### config.mk
export PLATFORM = sky130hd
export DESIGN_NAME = vga_sync_gen
export DESIGN_NICKNAME = d
export VERILOG_FILES = /design/src/rtl/vga_sync_gen.sv
export SDC_FILE = /design/constraint.sdc
export NUM_CORES = 1
export LEC_CHECK = 0
export CORE_ASPECT_RATIO = 0.7
export CORE_MARGIN = 2
export CORE_UTILIZATION = 46
export DETAILED_ROUTE_END_ITERATION = 8
export GPL_TIMING_DRIVEN = 0
export PLACE_DENSITY = 0.82
export SLEW_MARGIN = 5
export SYNTH_ARGS = -nofsm -noshare
export SYNTH_HDL_FRONTEND = slang
export SYNTH_SLANG_ARGS = --single-unit
### constraint.sdc
create_clock -name clk -period 2.35 [get_ports clk]
set_clock_uncertainty 0.05 [all_clocks]
set_input_delay 0.47 -clock clk [delete_from_list [all_inputs] [get_ports clk]]
set_output_delay 0.47 -clock clk [all_outputs]
set_load 0.1 [all_outputs]
### src/rtl/vga_sync_gen.sv
// vga_sync_gen: 640x480@60 VGA timing (sync pins, blanking flag, pixel coordinates).
// Ports: clk, reset (async, active-low) -> hsync, vsync, video_on, p_tick, line_tick, frame_tick, pixel_x, pixel_y.
module vga_sync_gen #(
  parameter int CLK_DIV  = 2,
  parameter int HD       = 640,
  parameter int HF       = 16,
  parameter int HR       = 96,
  parameter int HB       = 48,
  parameter int VD       = 480,
  parameter int VF       = 10,
  parameter int VR       = 2,
  parameter int VB       = 33,
  parameter bit SYNC_ACT = 1'b0
) (
  input  logic       clk,
  input  logic       reset,
  output logic       hsync,
  output logic       vsync,
  output logic       video_on,
  output logic       p_tick,
  output logic       line_tick,
  output logic       frame_tick,
  output logic [9:0] pixel_x,
  output logic [9:0] pixel_y
);

  localparam int H_TOT = HD + HF + HR + HB;
  localparam int V_TOT = VD + VF + VR + VB;

  localparam logic [3:0] DIV_LAST = 4'(CLK_DIV - 1);
  localparam logic [9:0] H_LAST   = 10'(H_TOT - 1);
  localparam logic [9:0] V_LAST   = 10'(V_TOT - 1);
  localparam logic [9:0] H_DISP   = 10'(HD);
  localparam logic [9:0] V_DISP   = 10'(VD);
  localparam logic [9:0] H_SS     = 10'(HD + HF);
  localparam logic [9:0] H_SE     = 10'(HD + HF + HR - 1);
  localparam logic [9:0] V_SS     = 10'(VD + VF);
  localparam logic [9:0] V_SE     = 10'(VD + VF + VR - 1);

  if (H_TOT > 1024 || V_TOT > 1024 ||
      CLK_DIV < 1 || CLK_DIV > 16) begin : g_bad_cfg
    $error("vga_sync_gen: timing parameters out of range");
  end

  logic [3:0] div_q, div_d;
  logic [9:0] h_q, h_d;
  logic [9:0] v_q, v_d;
  logic       hs_q, hs_d;
  logic       vs_q, vs_d;
  logic       h_end, v_end;

  assign p_tick = (div_q == DIV_LAST);

  always_comb begin
    div_d = div_q + 4'd1;
    h_d   = h_q;
    v_d   = v_q;
    h_end = (h_q == H_LAST);
    v_end = (v_q == V_LAST);
    if (p_tick) begin
      div_d = '0;
      h_d   = h_end ? '0 : h_q + 10'd1;
      if (h_end) begin
        v_d = v_end ? '0 : v_q + 10'd1;
      end
    end
    // Sync is decoded from the next count so the registered pin
    // changes on the same edge as the coordinates.
    hs_d = (h_d >= H_SS && h_d <= H_SE) ? SYNC_ACT : ~SYNC_ACT;
    vs_d = (v_d >= V_SS && v_d <= V_SE) ? SYNC_ACT : ~SYNC_ACT;
  end

  always_ff @(posedge clk or negedge reset) begin
    if (!reset) begin
      div_q <= '0;
      h_q   <= '0;
      v_q   <= '0;
      hs_q  <= ~SYNC_ACT;
      vs_q  <= ~SYNC_ACT;
    end else begin
      div_q <= div_d;
      h_q   <= h_d;
      v_q   <= v_d;
      hs_q  <= hs_d;
      vs_q  <= vs_d;
    end
  end

  assign hsync      = hs_q;
  assign vsync      = vs_q;
  assign pixel_x    = h_q;
  assign pixel_y    = v_q;
  assign video_on   = (h_q < H_DISP) && (v_q < V_DISP);
  assign line_tick  = p_tick & h_end;
  assign frame_tick = p_tick & h_end & v_end;

endmodule

==> reports/qor.csv <==
metric;value;unit
GP Congestion;0.891;
synth warn;0;
synthesized area per cell;9.60;µm²
vias per cell;5.96;
DP Area;1840;µm²
# diodes;0;
Post-Synthesis Cells;153;
number of flops mapped to enable cells by yosys;0;
gr usage total;21.4;%
initial cell density of the core;47.3;%
most area-consuming cells after synthesis;dfrtp_1 (41%), nand3_1 (4.1%), nand2_1 (4.1%);
Cell variety after synth;44;
clock power share;38.9;%
Routed Antenna Nets;0;
die height;51.3;µm
Cell Int Power;0.000598;W
Root Buffer Master;clkbuf_8;
Switch Pwr;0.000148;W
maximum buffer depth of the clock tree;2;
pre-CTS WS;-969;ps
Clk Latency, worst-skew pair;280;ps
Post-synth top flop;dfrtp_1;
Final period util;103;%
total wire length;3.65;mm
Layout Nets;206;
CTS tree;yes;
post-route setup slack;-81.2;ps
HP Class;in -> async;
top-count cell post-synth;dfrtp_1;
highest clock rate;0.411;GHz
Slowest-stage cell, CP;or4b_4;
Synth area leader;dfrtp_1;
average wire per standard cell;15.3;µm
async set-reset flop share out of synthesis;100;%
Least-Margin Pin Slew;967;ps
PwrDens;365;nW/µm²
Std-Cell Rows;17;
crit path max fanout;4;
DR iter-0 viols;170;
worst-path cell chain;or4b_4 -> buf_8 -> nor4_4 -> and2_4 -> buf_12;
VDD IR max;0.283;mV
Critical Path AT;1910;ps
Finished Cell Area;2040;µm²
H-tree level count;1;
Num CTS Buffers;3;
vias in the first global route;1280;
initial antenna violation count;0;
failing checks;setup timing;
slew margin rel.;35.3;%
layout cell share with drive strength beyond 1;29.5;%
die area;3670;µm²
Clock Pin Slew Worst Setup and Hold Paths;90;ps
Synth top area share;40.9;%
global-route wire length before repair;6.01;mm
proportion of synthesized chip area in sequential cells;44.5;%
gr ovfl total;0;
#FFs+latches synth;26;
Slew Viols, Final;0;
final setup fails;3;
Max-Cap Viols;0;
RSZ-0062 raised after global routing;true;
Core ar.;3110;µm²
Leak;0.902;nW
Final Hold Fails;0;
logic gate share of total power;1.2;%
Worst path max stage delay;560;ps
Via Count;1419;
Tmin final;2430;ps
Die Wd;71.5;µm
DP Wirelength;2.44;mm
switching fraction of total power;19.9;%
Synth Cell Area;1470;µm²
Area Growth Syn to Fin;39.0;%
crit end category;primary output;
IO Pins;28;
drc violations;0;
clk sinks;26;
crit start category;register;
Req. time, crit path;1830;ps
Pre-antenna DRT Iters;4;
fill count;234;
status;finished, violations left;
Synth top cells by count;dfrtp_1 (24), nand2_1 (16), nand3_1 (12);
Buffers on Ports;27;
Mapped Nets;158;
Worst Setup Path Type;reg -> out;
largest net degree at the start of global routing;27;
Seq pwr share;59.9;%
==> metal layers <==
layer	global-route usage [%]	part of all wire [%]	up-vias	wire length [µm]
li1	-	-	660	-
met1	27.8	42	705	1530
met2	35.2	50	45	1830
met3	5.52	6.1	9	221
met4	6.92	1.6	0	60
met5	0	0	-	0
==> state kept, by name (all words and copies together) (netlist names) <==
signal   count
pixel_y     10
hsync        1
vsync        1
pixel_x     10
div_q        4
==> metrics by stage <==
step / instances / power [W] / utilization, % / setup TNS (ps) / hold WS (ps)
2_1_floorplan: 153 / 0.000456 / - / -2620 / 124
3_3_place_gp: 218 / 0.000466 / 59.3 / -2670 / 421
3_5_place_dp: 218 / 0.000467 / 59.3 / -2780 / 441
4_1_cts: 234 / 0.000758 / 64.5 / -200 / 455
5_1_grt: 238 / 0.000780 / 65.8 / -525 / 172
6_report: 238 / 0.000746 / 65.8 / -170 / 134
==> cell families after synthesis <==
| family | after synthesis | share of synthesized area, % |
|---|---|---|
| buf+inv | 11 | 2.98 |
| fa+ha+maj | 3 | 2.56 |
| flops | 26 | 44.5 |
| compound gates | 26 | 11.8 |
| simple gates | 74 | 29.9 |
| mux | 4 | 2.90 |
| xor+xnor | 9 | 5.37 |
==> power by group through the flow <==
| stage | registers, W | logic, W | clock network, W |
|---|---|---|---|
| after floorplan | 0.000456 | 0.000000000264 | 0 |
| after global placement | 0.000456 | 0.0000104 | 0 |
| after detailed placement | 0.000456 | 0.0000106 | 0 |
| after CTS | 0.000447 | 0.0000107 | 0.000300 |
| after global routing | 0.000447 | 0.0000110 | 0.000322 |
| final | 0.000447 | 0.00000899 | 0.000290 |
==> critical path, delay by kind of cell, from the launching register on <==
kind                   cells  cell delay [ps]
flip-flops                 1              380
buffers and inverters      2              310
AND/OR/NAND/NOR            3              940
==> cells in the final DEF, fill, tap and decap left out, types with 2 or more instances in the layout <==
| master | Yosys | routed |
|---|---|---|
| nand3_1 | 12 | 12 |
| or2_2 | 3 | 3 |
| clkdlybuf4s50_1 | 0 | 2 |
| o21ai_0 | 9 | 9 |
| nor3_1 | 2 | 2 |
| o31ai_1 | 3 | 3 |
| or4_4 | 1 | 2 |
| clkbuf_8 | 0 | 4 |
| dfrtp_1 | 24 | 13 |
| mux2i_1 | 2 | 2 |
| xnor2_1 | 6 | 6 |
| nand2_1 | 16 | 15 |
| clkbuf_1 | 2 | 2 |
| nand4b_1 | 2 | 2 |
| buf_4 | 0 | 16 |
| ha_1 | 3 | 3 |
| and2_1 | 4 | 3 |
| a21o_1 | 2 | 2 |
| a21oi_1 | 3 | 2 |
| nor2_1 | 9 | 9 |
| inv_1 | 7 | 7 |
| or3_4 | 1 | 2 |
| buf_12 | 0 | 2 |
| and4_1 | 3 | 3 |
| xor2_1 | 3 | 3 |
| dfrtp_4 | 0 | 4 |
| buf_2 | 2 | 3 |
| nand4_1 | 6 | 6 |
| buf_8 | 0 | 2 |
| dfrtp_2 | 0 | 7 |
| mux2_2 | 2 | 2 |
| dfstp_2 | 2 | 2 |
| dlygate4sd2_1 | 0 | 19 |
| nor4_1 | 4 | 3 |
| nor4_4 | 1 | 2 |
| nor3b_1 | 2 | 2 |
==> final timing paths <==
path | slack [ps] | to | startpoint | cells past startpoint
setup / recovery | -80 | frame_tick | div_q[1] | 5
hold / removal | 130 | pixel_x[8] | reset | 1
setup reg to reg | -20 | hsync | div_q[1] | 7
hold reg to reg | 450 | div_q[0] | div_q[0] | 1
max in group asynchronous | 1680 | pixel_x[0] | reset | 1
min in group clk | 450 | div_q[0] | div_q[0] | 1
==> cell type report <==
cell class	instances	area, µm²	share of cell area, %
clock buffer	4	55.1	2.70
multi-input combinational	116	825	40.4
buffer	4	27.5	1.35
timing repair buffer	43	384	18.8
inverter	7	26.3	1.29
sequential	26	677	33.1
tap	38	47.5	2.33
==> timing repair <==
action,CTS,global route
gates resized for setup,54,4
pin swaps,7,2
hold buffers,0,0
buffers inserted,12,4
endpoints found under the setup margin,26,6
Power figures use the tool's default switching activity.
